`src/rtl/control_unit_if.sv`:
```
// control_unit_if: datapath-side status inputs and control strobes of the
// general-datapath controller, bundled for the controller/datapath boundary.
// master = controller view (drives strobes), slave = datapath view.
interface control_unit_if;
  logic [2:0] IR;       // opcode field of the instruction register
  logic       Aeq0;     // A == 0
  logic       Apos;     // A non-negative
  logic       Enter;    // operator key, level-sensitive
  logic       PCload;
  logic       JMPmux;
  logic       IRload;
  logic       Meminst;
  logic       MemWr;
  logic       Aload;
  logic       Sub;
  logic [1:0] Asel;     // 00 add/sub, 01 data_in, 10 RAM data
  logic       Halt;
  logic [3:0] State;    // debug view of the controller state

  modport master (
    input  IR, Aeq0, Apos, Enter,
    output PCload, JMPmux, IRload, Meminst, MemWr, Aload, Sub, Asel, Halt, State
  );

  modport slave (
    output IR, Aeq0, Apos, Enter,
    input  PCload, JMPmux, IRload, Meminst, MemWr, Aload, Sub, Asel, Halt, State
  );
endinterface

```
`src/rtl/control_unit.sv`:
```
// control_unit: fetch/decode/execute sequencer for the general datapath.
// Execute states are encoded as 8 + opcode so DECODE jumps straight to them.
// Optional feature: define CU_ENTER_RELEASE_EN to make IN wait for the
// Enter key to be released after loading A (one load per key press).
module control_unit (
  input  logic              Clock,
  input  logic              Reset,
  control_unit_if.master    cu
);

  typedef enum logic [3:0] {
    S_START  = 4'd0,
    S_FETCH  = 4'd1,
    S_DECODE = 4'd2,
    S_LOAD   = 4'd8,
    S_STORE  = 4'd9,
    S_ADD    = 4'd10,
    S_SUB    = 4'd11,
    S_IN     = 4'd12,
    S_JZ     = 4'd13,
    S_JPOS   = 4'd14,
    S_HALT   = 4'd15
  } state_e;

  state_e state_q, state_d;

`ifdef CU_ENTER_RELEASE_EN
  // Set once Enter has loaded A; IN then only waits for the key to drop.
  logic release_q, release_d;
`endif

  // State register (and release flag) with synchronous reset.
  always_ff @(posedge Clock) begin
    if (Reset) begin
      state_q   <= S_START;
`ifdef CU_ENTER_RELEASE_EN
      release_q <= 1'b0;
`endif
    end else begin
      state_q   <= state_d;
`ifdef CU_ENTER_RELEASE_EN
      release_q <= release_d;
`endif
    end
  end

  // Next-state and output decode; every output defaults to 0.
  always_comb begin
    state_d    = state_q;
`ifdef CU_ENTER_RELEASE_EN
    release_d  = release_q;
`endif
    cu.PCload  = 1'b0;
    cu.JMPmux  = 1'b0;
    cu.IRload  = 1'b0;
    cu.Meminst = 1'b0;
    cu.MemWr   = 1'b0;
    cu.Aload   = 1'b0;
    cu.Sub     = 1'b0;
    cu.Asel    = 2'b00;
    cu.Halt    = 1'b0;
    cu.State   = state_q;

    case (state_q)
      S_START: begin
        state_d = S_FETCH;
      end
      S_FETCH: begin
        // Load IR from RAM[PC] and step PC.
        cu.Meminst = 1'b1;
        cu.IRload  = 1'b1;
        cu.PCload  = 1'b1;
        state_d    = S_DECODE;
      end
      S_DECODE: begin
        // IR was loaded at the end of FETCH, so the opcode is valid here.
        state_d = state_e'({1'b1, cu.IR});
      end
      S_LOAD: begin
        cu.Aload = 1'b1;
        cu.Asel  = 2'b10;
        state_d  = S_FETCH;
      end
      S_STORE: begin
        cu.MemWr = 1'b1;
        state_d  = S_FETCH;
      end
      S_ADD: begin
        cu.Aload = 1'b1;
        state_d  = S_FETCH;
      end
      S_SUB: begin
        cu.Aload = 1'b1;
        cu.Sub   = 1'b1;
        state_d  = S_FETCH;
      end
      S_IN: begin
        cu.Asel = 2'b01;
`ifdef CU_ENTER_RELEASE_EN
        if (!release_q) begin
          cu.Aload = cu.Enter;
          if (cu.Enter) release_d = 1'b1;
        end else if (!cu.Enter) begin
          release_d = 1'b0;
          state_d   = S_FETCH;
        end
`else
        cu.Aload = cu.Enter;
        if (cu.Enter) state_d = S_FETCH;
`endif
      end
      S_JZ: begin
        cu.PCload = cu.Aeq0;
        cu.JMPmux = cu.Aeq0;
        state_d   = S_FETCH;
      end
      S_JPOS: begin
        cu.PCload = cu.Apos;
        cu.JMPmux = cu.Apos;
        state_d   = S_FETCH;
      end
      S_HALT: begin
        // Only Reset leaves HALT.
        cu.Halt = 1'b1;
        state_d = S_HALT;
      end
      default: begin
        // Encodings 3..7 are unreachable; recover through START.
        state_d = S_START;
      end
    endcase
  end

endmodule

```
`src/flat_wrapper.sv`:
```
// flat-port wrapper written by rule: the top's interface ports become plain ports
module control_unit_flat 
  (Clock, Reset, cu_IR, cu_Aeq0, cu_Apos, cu_Enter, cu_PCload, cu_JMPmux, cu_IRload, cu_Meminst, cu_MemWr, cu_Aload, cu_Sub, cu_Asel, cu_Halt, cu_State);
  control_unit_if cu_i ();
  input  logic Clock;
  input  logic Reset;
  input wire logic [$bits(cu_i.IR)-1:0] cu_IR;
  input wire logic [$bits(cu_i.Aeq0)-1:0] cu_Aeq0;
  input wire logic [$bits(cu_i.Apos)-1:0] cu_Apos;
  input wire logic [$bits(cu_i.Enter)-1:0] cu_Enter;
  output wire logic [$bits(cu_i.PCload)-1:0] cu_PCload;
  output wire logic [$bits(cu_i.JMPmux)-1:0] cu_JMPmux;
  output wire logic [$bits(cu_i.IRload)-1:0] cu_IRload;
  output wire logic [$bits(cu_i.Meminst)-1:0] cu_Meminst;
  output wire logic [$bits(cu_i.MemWr)-1:0] cu_MemWr;
  output wire logic [$bits(cu_i.Aload)-1:0] cu_Aload;
  output wire logic [$bits(cu_i.Sub)-1:0] cu_Sub;
  output wire logic [$bits(cu_i.Asel)-1:0] cu_Asel;
  output wire logic [$bits(cu_i.Halt)-1:0] cu_Halt;
  output wire logic [$bits(cu_i.State)-1:0] cu_State;
  assign cu_i.IR = cu_IR;
  assign cu_i.Aeq0 = cu_Aeq0;
  assign cu_i.Apos = cu_Apos;
  assign cu_i.Enter = cu_Enter;
  assign cu_PCload = cu_i.PCload;
  assign cu_JMPmux = cu_i.JMPmux;
  assign cu_IRload = cu_i.IRload;
  assign cu_Meminst = cu_i.Meminst;
  assign cu_MemWr = cu_i.MemWr;
  assign cu_Aload = cu_i.Aload;
  assign cu_Sub = cu_i.Sub;
  assign cu_Asel = cu_i.Asel;
  assign cu_Halt = cu_i.Halt;
  assign cu_State = cu_i.State;
  control_unit u_core (.Clock(Clock), .Reset(Reset), .cu(cu_i));
endmodule
```
`config.mk`:
```
export PLATFORM = sky130hd
export DESIGN_NAME = control_unit_flat
export DESIGN_NICKNAME = d
export VERILOG_FILES = /design/src/rtl/control_unit_if.sv /design/src/rtl/control_unit.sv /design/src/flat_wrapper.sv
export SDC_FILE = /design/constraint.sdc
export NUM_CORES = 1
export LEC_CHECK = 0
export BUFFER_PORTS_ARGS = -buffer_cell sky130_fd_sc_hd__buf_4
export CAP_MARGIN = 30
export CORE_AREA = 8 8 45 47
export DETAILED_ROUTE_END_ITERATION = 16
export DIE_AREA = 0 0 53 55
export PLACE_DENSITY_LB_ADDON = 0.08
export SKIP_CTS_REPAIR_TIMING = 1
export SLEW_MARGIN = 10
export SYNTH_ARGS = -nofsm -noshare
export SYNTH_HDL_FRONTEND = slang
export SYNTH_SLANG_ARGS = --single-unit
export TNS_END_PERCENT = 1
```
`constraint.sdc`:
```
create_clock -name Clock -period 1.45 [get_ports Clock]
set_input_delay 0.145 -clock Clock [delete_from_list [all_inputs] [get_ports Clock]]
set_output_delay 0.145 -clock Clock [all_outputs]
set_load 0.01 [all_outputs]
```
==> results.md <==
* Outcome: finished, final reports clean
* Worst-margin pin slew at 256 ps
* Avg Cell Area, Syn at 7.90 um^2
* Layout cells sized above 1 at 55.7%
* # IOs at 22
* Max Cap Violations at 0
* Distinct cells, synth at 26
* Placed Instance Area at 543 um^2
* Top_reg_cell synth: dfxtp_1
* CP max-delay cell: dfxtp_4
* Most frequent CP cell: buf_4
* Initial DRC Count at 4
* Syn Nets at 56
* Cell row count at 14
* GR Util All Layers at 8.25%
* Fill cells at 154
* Antenna violations before repair at 0
* Root buffer cell: clkbuf_4
* Final count of pins violating max slew at 0
* Vias in the first global route at 413
* Fin Setup TNS at 0 ps
* Leak at 0.258 nW
* Routed WL per cell at 13.1 um
* Share of the yosys chip area belonging to registers at 21.1%
* WP buf/inv at 2
* CP Class: flop to output port
* Cell Chain, Critical Path: buf_4 -> nand3b_1 -> o22ai_1 -> buf_4
* Area grow syn2layout at 54.1%
* Router iterations before antenna repair at 4
* Area occupied by multi-input gates at 264 um^2
* Final hold violations at 0
* CTS clk-pin slew, worst paths at 40 ps
* Hold Path Class: input port to flop
* Clock Tree Buf Depth at 2
* Largest register FFs at 4
* XOR/XNOR Fraction of Synth Area at 0%
* PortBufs at 21
* Worst relative slew slack at 82.9%
* Area share of and/or/nand/nor cells after synthesis at 43.9%
* Total number of vias at 424
* Fmax at 708 MHz
* RSZ-0062 raised after global routing: yes
* CTS tree: yes
* DRT antenna net count at 0
* Fin area at 584 um^2
* Syn Inst Count at 48
* Number of synthesized flops with an enable pin at 0
* Die Width at 53 um
* Crit Path Max Fanout at 11
* Worst endpoint data arrival time at 1270 ps
* Adder-cell share of the synthesized area at 0%
* Synthesis Warnings at 0
* First-pass GRT wire length at 1820 um
* Area fraction of the dominant cell type after synthesis at 21.1%
* CP max stage delay at 370 ps
* Setup crit start kind: flop
* Largest family of logic cells by synthesized area: simple AND/OR/NAND/NOR gates
* # DRC at 0
* Post-Syn Area at 379 um^2
* Die area at 2920 um^2
* Final setup fails at 0
* Gr ovfl total at 0
* Final min period at 1410 ps
* Antenna cells at 0
* Hpwl dp at 853 um
* Core box area at 1380 um^2
* Synth Area in Compound Gates at 23.4%
* Critical Path Sink Type: output port
* Vias per cell at 4.93
* Final Cycle Share at 97.4%
* Ys async rst share at 0%
* R2R setup slack at 230 ps
* Largest area contributor in the synthesized netlist: dfxtp_1
* Largest net degree at the start of global routing at 15
* H-tree depth at 1
* Peak VDD IR at 0.000489 V
* Reg area at 90.1 um^2
* Effective utilization at floorplan at 27.4%
* Num CTS Buffers at 3
* Worst skew pair latency at 240 ps
* Clock sinks at 4
* Mux cell area share after synthesis at 0%
* Worst path top cell family by delay: flip-flops
* GP Congestion at 0.735
* Power Density at 765 nW/um^2
* Die height at 55 um
* CP Data Required Time at 1310 ps
* Final wirelength at 1130 um
* #FFs+latches synth at 4
* Clock Skew at 2.97 ps
* Top cells by area, synth: dfxtp_1, a221oi_2, nor3_1, nor4b_4, nand2b_1
* Nets@finish at 80
[cell families after synthesis]
group | Yosys count
compound gates | 11
buf+inv | 7
flops | 4
simple gates | 26
[final timing paths]
| check | startpoint | end | depth (start not counted) |
|---|---|---|---|
| max reg2reg | u_core.cu.State[3]$_SDFFE_PP0P_ | u_core.cu.State[2]$_SDFFE_PP0P_ | 4 |
| max | u_core.cu.State[0]$_SDFFE_PP0P_ | cu_PCload | 4 |
| min reg2reg | u_core.cu.State[0]$_SDFFE_PP0P_ | u_core.cu.State[1]$_SDFFE_PP0P_ | 2 |
| min | Reset | u_core.cu.State[2]$_SDFFE_PP0P_ | 2 |
[synthesized netlist by cell type, types with 2 or more instances]
master and number:
inv_1 2, nand2_1 4, dfxtp_1 4, nor3_1 5, and3_1 2, nand3_1 2
buf_4 2, a21oi_1 3, nor2_1 3, a221oi_2 2, buf_2 2, nand2b_1 3
[layout make-up]
type | instances | share of cell area, %
clock buffers | 3 | 3.85
well taps | 16 | 3.43
multi-input cells | 37 | 45.2
inverters | 2 | 1.28
flip-flops and latches | 4 | 15.4
repair buffers | 24 | 30.8
[cells in the final DEF, fill, tap and decap left out, types with 2 or more instances in the layout]
master    synthesis  final
dfxtp_2           0      2
clkbuf_4          0      3
nor2_1            3      3
and3_1            2      2
inv_1             2      2
a21oi_1           3      2
nand3_1           2      2
a221oi_2          2      2
dfxtp_4           0      2
nand2_1           4      4
buf_4             2     24
nor3_1            5      4
nand2b_1          3      3
[report_power, final]
part	total, W	switching (W)	internal, W	leakage (nW)
clock network	0.000138	0.0000458	0.0000926	0.0138
registers	0.000153	0.0000307	0.000123	0.0350
logic	0.000155	0.0000668	0.0000882	0.209
[metrics by stage]
| step | power (W) | setup WS [ps] | cells | hold slack, ps | util (%) |
|---|---|---|---|---|---|
| 2_1_floorplan | 0.000239 | 45.2 | 48 | 211 | - |
| 3_3_place_gp | 0.000310 | 139 | 83 | 343 | 39.2 |
| 3_5_place_dp | 0.000308 | 122 | 83 | 344 | 39.2 |
| 4_1_cts | 0.000455 | -115 | 86 | 88.0 | 40.9 |
| 5_1_grt | 0.000487 | -14.3 | 86 | 88.2 | 42.2 |
| 6_report | 0.000447 | 38.3 | 86 | 95.2 | 42.2 |
[metal layers]
| layer | track usage, % | share of wire (%) | vias to the layer above |
|---|---|---|---|
| li1 | - | - | 221 |
| met1 | 9.86 | 43 | 192 |
| met2 | 12.5 | 50 | 11 |
| met3 | 4.28 | 7.0 | 0 |
| met4 | 2.59 | 0 | 0 |
| met5 | 0 | 0 | - |
(Power assumes the default switching activity.)
